<file path="config.mk">
export PLATFORM = sky130hd
export DESIGN_NAME = if_fetch_stage
export DESIGN_NICKNAME = d
export VERILOG_FILES = /design/src/rtl/rv32i_types.sv /design/src/rtl/if_perf_cnt.sv /design/src/rtl/if_fetch_stage.sv
export SDC_FILE = /design/constraint.sdc
export NUM_CORES = 1
export LEC_CHECK = 0
export CORE_UTILIZATION = 44
export CTS_CLUSTER_SIZE = 28
export DETAILED_ROUTE_END_ITERATION = 6
export GPL_TIMING_DRIVEN = 0
export HOLD_SLACK_MARGIN = 0.12
export PLACE_DENSITY = 0.78
export SETUP_SLACK_MARGIN = 0.2
export SYNTH_ARGS = -nofsm -noshare
export SYNTH_HDL_FRONTEND = slang
export SYNTH_HIERARCHICAL = 1
export SYNTH_SLANG_ARGS = --single-unit
</file>
<file path="constraint.sdc">
create_clock -name clk -period 1.9 [get_ports clk]
set_input_delay 0.38 -clock clk [delete_from_list [all_inputs] [get_ports clk]]
set_output_delay 0.38 -clock clk [all_outputs]
set_load 0.1 [all_outputs]
</file>
<file path="src/rtl/rv32i_types.sv">
// Shared RV32I pipeline types used by the instruction-fetch stage:
// fetch FSM state encoding, the IF/ID metadata record and fetch constants.
package rv32i_types;

    // Fetch FSM states.
    //   S_START : first cycle out of reset, the request is issued from here
    //   S_WAIT  : a request is outstanding, waiting for imem_resp
    //   S_HOLD  : response already seen, decode stalled and holding its copy
    //   S_DROP  : the outstanding response belongs to a squashed path
    typedef enum logic [1:0] {
        S_START = 2'd0,
        S_WAIT  = 2'd1,
        S_HOLD  = 2'd2,
        S_DROP  = 2'd3
    } fetch_state_t;

    // Metadata travelling with the fetched instruction into decode.
    typedef struct packed {
        logic [31:0] pc;
        logic [31:0] pc_next;
        logic [63:0] order;
        logic        valid;
    } if_id_stage_reg_t;

    // Byte-enable pattern for a full instruction-word read.
    localparam logic [3:0]  IMEM_RMASK_WORD = 4'hf;

    // Sequential PC increment.
    localparam logic [31:0] PC_STEP = 32'd4;

    // Clears the two low address bits so every fetch address is word aligned.
    localparam logic [31:0] PC_ALIGN_MASK = 32'hffff_fffc;

endpackage

</file>
<file path="src/rtl/if_perf_cnt.sv">
// Fetch-stage performance counters: three independent 32-bit saturating
// event counters (requests issued, responses discarded, wait cycles).
// Only instantiated when IF_FETCH_PERF_CNT_EN is defined.
module if_perf_cnt
    import rv32i_types::*;
(
    input  logic        clk,
    input  logic        rst_n,
    input  logic        fetch_evt,
    input  logic        drop_evt,
    input  logic        wait_evt,
    output logic [31:0] perf_fetch_cnt,
    output logic [31:0] perf_drop_cnt,
    output logic [31:0] perf_wait_cnt
);

    localparam int N_CNT = 3;

    logic [N_CNT-1:0] evt;
    logic [31:0]      cnt_q [N_CNT];

    assign evt = {wait_evt, drop_evt, fetch_evt};

    generate
        for (genvar gi = 0; gi < N_CNT; gi++) begin : g_cnt
            // Count the event, sticking at all-ones instead of wrapping.
            always_ff @(posedge clk or negedge rst_n) begin
                if (!rst_n) begin
                    cnt_q[gi] <= '0;
                end else if (evt[gi] && (cnt_q[gi] != 32'hffff_ffff)) begin
                    cnt_q[gi] <= cnt_q[gi] + 32'd1;
                end
            end
        end
    endgenerate

    assign perf_fetch_cnt = cnt_q[0];
    assign perf_drop_cnt  = cnt_q[1];
    assign perf_wait_cnt  = cnt_q[2];

endmodule

</file>
<file path="src/rtl/if_fetch_stage.sv">
// Instruction-fetch stage of the in-order RV32I pipeline.
// Issues one instruction-memory read at a time, tracks it through
// S_START/S_WAIT/S_HOLD/S_DROP and presents PC/order metadata to decode.
// A redirect that lands while a read is in flight sends the FSM to S_DROP
// so the stale response is swallowed before the target is fetched.
// Optional: define IF_FETCH_PERF_CNT_EN to add fetch/drop/wait counters
// (extra output ports perf_fetch_cnt, perf_drop_cnt, perf_wait_cnt).
module if_fetch_stage
    import rv32i_types::*;
#(
    parameter logic [31:0] RESET_PC = 32'h1eceb000,
    parameter int          ORDER_W  = 64
) (
    input  logic             clk,
    input  logic             rst_n,
    input  logic             move_pipeline,
    input  logic             forwarding_stall,
    input  logic             branch_flush,
    input  logic [31:0]      branch_target,
    output logic [31:0]      imem_addr,
    output logic [3:0]       imem_rmask,
    input  logic             imem_resp,
    output if_id_stage_reg_t if_id_stage_reg,
    output logic             if_ready
`ifdef IF_FETCH_PERF_CNT_EN
    ,
    output logic [31:0]      perf_fetch_cnt,
    output logic [31:0]      perf_drop_cnt,
    output logic [31:0]      perf_wait_cnt
`endif
);

    localparam logic [ORDER_W-1:0] ORDER_ONE = ORDER_W'(1);

    fetch_state_t       state_q;
    logic [31:0]        pc_q;
    logic [31:0]        redirect_q;
    logic [ORDER_W-1:0] order_q;
    logic [3:0]         rmask_q;

    logic               resp_live;
    logic               adv;
    logic [31:0]        pc_seq;
    logic [31:0]        flush_pc;

    // A response is usable either as it arrives in S_WAIT or from S_HOLD.
    assign resp_live = (state_q == S_WAIT) && imem_resp;
    assign if_ready  = resp_live || (state_q == S_HOLD);

    // Advance only when the whole pipeline moves and no redirect competes.
    assign adv = move_pipeline && !forwarding_stall && !branch_flush && if_ready;

    assign pc_seq   = pc_q + PC_STEP;
    assign flush_pc = branch_target & PC_ALIGN_MASK;

    // Fetch FSM: state, PC, order, pending redirect and the request strobe.
    always_ff @(posedge clk or negedge rst_n) begin
        if (!rst_n) begin
            state_q    <= S_START;
            pc_q       <= RESET_PC;
            redirect_q <= RESET_PC;
            order_q    <= '0;
            rmask_q    <= '0;
        end else begin
            // The request strobe is a one-cycle pulse; each branch that
            // launches a new read raises it again.
            rmask_q <= '0;
            unique case (state_q)
                S_START: begin
                    // Nothing is outstanding yet, so a redirect simply
                    // changes where the first read goes.
                    if (branch_flush) begin
                        pc_q <= flush_pc;
                    end
                    rmask_q <= IMEM_RMASK_WORD;
                    state_q <= S_WAIT;
                end
                S_WAIT: begin
                    if (branch_flush) begin
                        if (imem_resp) begin
                            // Response arrives with the redirect: drop it
                            // and fetch the target straight away.
                            pc_q    <= flush_pc;
                            rmask_q <= IMEM_RMASK_WORD;
                        end else begin
                            // Read still in flight: remember the target
                            // and wait for the stale response to drain.
                            redirect_q <= flush_pc;
                            state_q    <= S_DROP;
                        end
                    end else if (adv) begin
                        pc_q    <= pc_seq;
                        order_q <= order_q + ORDER_ONE;
                        rmask_q <= IMEM_RMASK_WORD;
                    end else if (imem_resp) begin
                        // Decode latched the word; keep the metadata stable.
                        state_q <= S_HOLD;
                    end
                end
                S_HOLD: begin
                    if (branch_flush) begin
                        pc_q    <= flush_pc;
                        rmask_q <= IMEM_RMASK_WORD;
                        state_q <= S_WAIT;
                    end else if (adv) begin
                        pc_q    <= pc_seq;
                        order_q <= order_q + ORDER_ONE;
                        rmask_q <= IMEM_RMASK_WORD;
                        state_q <= S_WAIT;
                    end
                end
                S_DROP: begin
                    if (imem_resp) begin
                        // Stale read retired: the newest redirect wins.
                        pc_q    <= branch_flush ? flush_pc : redirect_q;
                        rmask_q <= IMEM_RMASK_WORD;
                        state_q <= S_WAIT;
                    end else if (branch_flush) begin
                        redirect_q <= flush_pc;
                    end
                end
                default: begin
                    state_q <= S_START;
                end
            endcase
        end
    end

    assign imem_addr  = pc_q;
    assign imem_rmask = rmask_q;

    // Metadata for decode; only live or held fetches are marked valid.
    always_comb begin
        if_id_stage_reg         = '0;
        if_id_stage_reg.pc      = pc_q;
        if_id_stage_reg.pc_next = pc_seq;
        if_id_stage_reg.order   = 64'(order_q);
        if_id_stage_reg.valid   = (state_q == S_WAIT) || (state_q == S_HOLD);
    end

`ifdef IF_FETCH_PERF_CNT_EN
    logic fetch_evt;
    logic drop_evt;
    logic wait_evt;

    // A read is issued in every cycle the strobe is high.
    assign fetch_evt = (rmask_q == IMEM_RMASK_WORD);
    // Responses thrown away: drained in S_DROP, or usable but squashed by a
    // redirect (live in S_WAIT or held in S_HOLD).
    assign drop_evt  = ((state_q == S_DROP) && imem_resp) || (branch_flush && if_ready);
    assign wait_evt  = (state_q == S_WAIT) && !imem_resp;

    if_perf_cnt u_perf_cnt (
        .clk            (clk),
        .rst_n          (rst_n),
        .fetch_evt      (fetch_evt),
        .drop_evt       (drop_evt),
        .wait_evt       (wait_evt),
        .perf_fetch_cnt (perf_fetch_cnt),
        .perf_drop_cnt  (perf_drop_cnt),
        .perf_wait_cnt  (perf_wait_cnt)
    );
`endif

endmodule

</file>
[After elaboration in Yosys (flattened, before gate mapping)]
Cells that the tools add are included.
Storage, ports and cells
  register bits after elaboration: 134
  input port bits: 38
  output and inout bits: 166
  word-level logic and storage cells: 61
Cells by class
  $add $sub $neg: 2
  equal/unequal tests: 13
  muxes and demuxes: 25
  bitwise operators: 1
  reductions and logical operators: 15
Operators by type and width (number)
  $mux 32: 10
  $pmux 32 s4: 1
  $add 64x1->64 const B: 1
  $pmux 32 s2: 1
  $add 32x3->32 const B: 1
  $mux 4: 4
  $pmux 4 s4: 1
  $ne 3x3->1 const B: 5
  $mux 2: 7
  $ne 2x2->1 const B: 5
  $pmux 2 s4: 1
  $reduce_and 3->1: 2
  $reduce_and 5->1: 1
  $eq 2x2->1 const B: 2
  $logic_and 1x1->1: 4
  $reduce_and 4->1: 1
  $eq 2x1->1 const B: 1
  $logic_not 1->1: 2
  $logic_not 2->1: 1
  $logic_or 1x1->1: 2
  $reduce_bool 2->1: 1
  $reduce_or 2->1: 1
  $not 1->1: 1

[Longest topological paths before layout]
  depth after elaboration: 7
  gate-level depth with buffers: 10
  gate-level depth less buffers: 8

[Worst setup path before layout]
Ideal clock, no wire load.
  path kind: register -> output
  from: reg pc_q[2], in the netlist imem_addr[2]
  to: out if_id_stage_reg[81] (netlist bit)
  arrival time: 3.797 ns
  data required time: 1.520 ns
  path slack: -2.277 ns
  cell stages (with the launch flop): 6
  buffers on the path: 0
  path through: dfrtp_1 ha_1 nand3_1 nor4_2 nand3_1 xnor2_1
RTL lines
  start, declared: RTL line if_fetch_stage.sv:36  | logic [31:0] pc_q;
  start signal, assigned: RTL line if_fetch_stage.sv:73  | pc_q <= flush_pc;
  start signal, assigned: RTL line if_fetch_stage.sv:83  | pc_q <= flush_pc;
  start signal, assigned: RTL line if_fetch_stage.sv:92  | pc_q <= pc_seq;
  end, declared: RTL line if_fetch_stage.sv:23  | output if_id_stage_reg_t if_id_stage_reg,

[Final worst setup path]
  from: reg state_q[1]
  to: reg pc_q[11], in the netlist imem_addr[11]
On the way
  word-level cells in the longest chain between the ends: 7
  elaborated cells between the ends (all ways): 15
  those cells by class: 6 x eq/ne; 4 x mux; 5 x reduce/logical
RTL lines
  start, declared: RTL line if_fetch_stage.sv:35  | fetch_state_t state_q;
  start signal, assigned: RTL line if_fetch_stage.sv:59  | state_q <= S_START;
  start signal, assigned: RTL line if_fetch_stage.sv:76  | state_q <= S_WAIT;
  start signal, assigned: RTL line if_fetch_stage.sv:89  | state_q <= S_DROP;
  $eq 2x1->1: RTL line if_fetch_stage.sv:47, if_fetch_stage.sv:68
  $logic_and 1x1->1: RTL line if_fetch_stage.sv:47  | assign resp_live = (state_q == S_WAIT) && imem_resp;
  $logic_or 1x1->1: RTL line if_fetch_stage.sv:48  | assign if_ready = resp_live || (state_q == S_HOLD);
  $logic_and 1x1->1: RTL line if_fetch_stage.sv:51  | assign adv = move_pipeline && !forwarding_stall && !branch_flush && if_ready;
  $mux 32
  $mux 32, on equally long branches
  $pmux 32 s4: RTL line if_fetch_stage.sv:68  | unique case (state_q)
Parallel ways exist; a longest one is shown, timed or not.
A chain may end at the register's enable or synchronous reset.

==> summary.md <==
| Metric | Value |
|---|---|
| Status | finished with violations |
| Failing checks | DRC, setup timing |
| Remaining antenna violation count | 0 |
| Pin count of the biggest net entering global routing | 100 |
| Total power | 0.0313 W |
| Via density | 6.77 |
| Worst setup margin | -1090 ps |
| Maximum vdd drop | 1.94 mV |
| Reg-to-reg slack, setup | -1090 ps |
| Share of layout cells above drive strength 1 | 0.699 |
| Post-synth ARST share | 1.00 |
| DRT Wirelength | 46,000 µm |
| Final Setup Violations | 164 |
| Slew HR | 0.176 |
| Longest Clk Path Bufs | 2 |
| FF+latch count, synth | 131 |
| Die area | 17,600 µm² |
| Area fraction of the dominant cell type after synthesis | 0.356 |
| Max Cap Viol | 0 |
| PwrDens | 2000 nW/µm² |
| Reg2reg end | imem_addr[11] |
| Tcrit/Tclk final | 1.57 |
| Worst setup endpoint | imem_addr[11] |
| Max Slew Vio Count | 0 |
| Count leader, synth | dfrtp_1 |
| Critical path class | flip-flop to flip-flop |
| Port bufs | 201 |
| Synth Area in Compound Gates | 0.119 |
| Mux share of post-synthesis cell area | 0.0462 |
| DRC Markers | 2 |
| Post-Synth Adder-Cell Area | 0.0116 |
| 1st-iter DRT viols | 1,232 |
| Post-synth EDFFs | 0 |
| Avg WL per Cell | 32.4 µm |
| CP required | 2260 ps |
| Post-layout util | 0.942 |
| Hold Fails Final Rpt | 0 |
| Gpl congestion | 0.854 |
| CP Capture Type | flip-flop |
| LEAKAGE | 7.24 nW |
| Latest clock arrival within the worst-skew pair | 450 ps |
| Dominant cells by area after synthesis | dfrtp_1, dfstp_2, xor2_1, xnor2_1, mux2_2 |
| Area share of and/or/nand/nor cells after synthesis | 0.215 |
| TritonRoute pass-1 iters | 7 |
| Die width | 133 µm |
| Tightest Pin Transition | 1230 ps |
| Clk_skew | 9.61 ps |
| Post-synth top flop | dfrtp_1 |
| Area of the core | 16,600 µm² |
| Number of CTS-inserted buffers | 17 |
| Vias | 9,614 |
| Ports | 204 |
| Overflow after GRT | 0 |
| Yosys top cell by area | dfrtp_1 |
| Yosys warnings | 6 |
| Starting Density | 0.452 |
| Avg Inst Size Synth | 10.0 µm² |
| Post-Route Setup TNS | -70,670 ps |
| Area growth syn-to-layout | 108% |
| Initial antenna violation count | 1 |
| Origin of the critical flop-to-flop path | state_q[1] |
| WP data arrival | 3350 ps |
| Gr usage total | 0.388 |
| Cell Area, Synth | 7520 µm² |
| Htree depth | 4 |
| Root Buffer Master | clkbuf_16 |
| Syn Nets | 796 |
| Die Height | 133 µm |
| Hold crit path type | input port to asynchronous set/reset pin |
| Vias in the first global route | 8,690 |
| CTS tree | yes |
| Unrepaired setup endpoints after global routing | true |
| Worst r2r path cells | 11 |
| Final-stage net count | 1,232 |
| First-pass GRT wire length | 51,600 µm |
| CP max FO | 10 |
| Fin crit period | 2990 ps |
| Fmax | 334 MHz |
| Cells after Synth | 751 |
| Post-synth top cells | dfrtp_1, nor2_1, nand2_1 |
| Post-DP HPWL | 16,400 µm |
| Clock sink total | 131 |
| Row Count | 47 |
| Worst setup SP type | flip-flop |
| Largest family of logic cells by synthesized area | simple AND/OR/NAND/NOR gates |
| Worst-path clk slew | 70 ps |
| XOR/XNOR Fraction of Synth Area | 0.104 |
| Crit path from | state_q[1] |
| Yosys cell types | 67 |
| Sequential cell area fraction in the yosys report | 0.440 |
## area by class of cell
class	instances	area (µm²)
timing repair buffer	417	4630
fill	410	965
sequential	131	3500
tap	220	275
clock inverter	14	130
antenna	1	2.50
inverter	19	86.3
buffer	68	805
clock buffer	18	429
multi-input combinational	533	5830
## state kept, by name, indices dropped and copies added (netlist names)
signal,count
redirect_q,32
imem_rmask,1
state_q,2
order_q,64
imem_addr,32
## critical path, stage by stage (launching register included)
cell and delay (ps):
dfrtp_2 420, inv_4 60, buf_6 120, buf_12 120, ha_4 180, inv_1 130, clkbuf_4 310, clkbuf_8 270
nor2_1 110, nor3_1 940, o21ai_4 120, o31ai_2 90
## stage by stage
stage / hold slack (ps) / std cells / cell area, µm² / setup WS, ps
global placement: 458 / 1172 / 11300 / -5790
global route: 452 / 1420 / 15700 / -1140
finish: 437 / 1421 / 15700 / -1090
floorplan: 84.4 / 751 / 9050 / -1060
detailed placement: 295 / 1173 / 11400 / -1670
CTS: 414 / 1340 / 14200 / -869
## cells in the final DEF, fill, tap and decap left out, types with 18 or more instances in the layout
master           instances
buf_4                  144
buf_6                  129
buf_12                  74
dfrtp_2                 52
buf_2                   39
xor2_1                  35
clkdlybuf4s50_1         33
nand2_1                 32
nor2_1                  32
mux2_4                  30
clkbuf_4                29
dfrtp_1                 28
clkbuf_16               27
dfrtp_4                 27
nand4_1                 23
nand3_1                 22
xnor2_1                 22
nor2_4                  21
nor3_4                  20
o21ai_0                 18
dfstp_2                 18
## worst min-delay path by stage
stage | endpoint | slack, ps | startpoint
after floorplan | imem_addr[0] | 80 | rst_n
after global placement | order_q[63] | 460 | order_q[63]
after detailed placement | redirect_q[24] | 300 | rst_n
after CTS | redirect_q[24] | 410 | rst_n
after global routing | imem_addr[29] | 450 | rst_n
final | imem_addr[24] | 440 | rst_n
## repair_timing
item,4_1_cts,5_1_grt
endpoints found under the setup margin,294,225
cloned,12,0
buffers inserted,122,80
pin swaps,142,93
hold buffers,1,0
hold endpoints to repair,21,0
gates resized for setup,1292,207
## report_power, final
part | switching (W) | total (W) | internal (W)
logic | 0.0141 | 0.0231 | 0.00900
clock network | 0.00148 | 0.00329 | 0.00181
registers | 0.00109 | 0.00490 | 0.00381
## cells by family after synthesis
group	after synthesis
buffers and inverters	87
flip-flops	131
XOR/XNOR	89
AO/OA/AOI/OAI	127
multiplexers	31
AND/OR/NAND/NOR	279
adder cells (fa/ha/maj)	7
## layer usage
layer  global-route usage  vias up  part of all wire
met4                0.227        0             0.088
met2                0.643     1028              0.45
met1                0.442     4678              0.34
met5                    0        -                 0
li1                     -     3567                 -
met3                0.123      341              0.12
(Power assumes the default switching activity.)
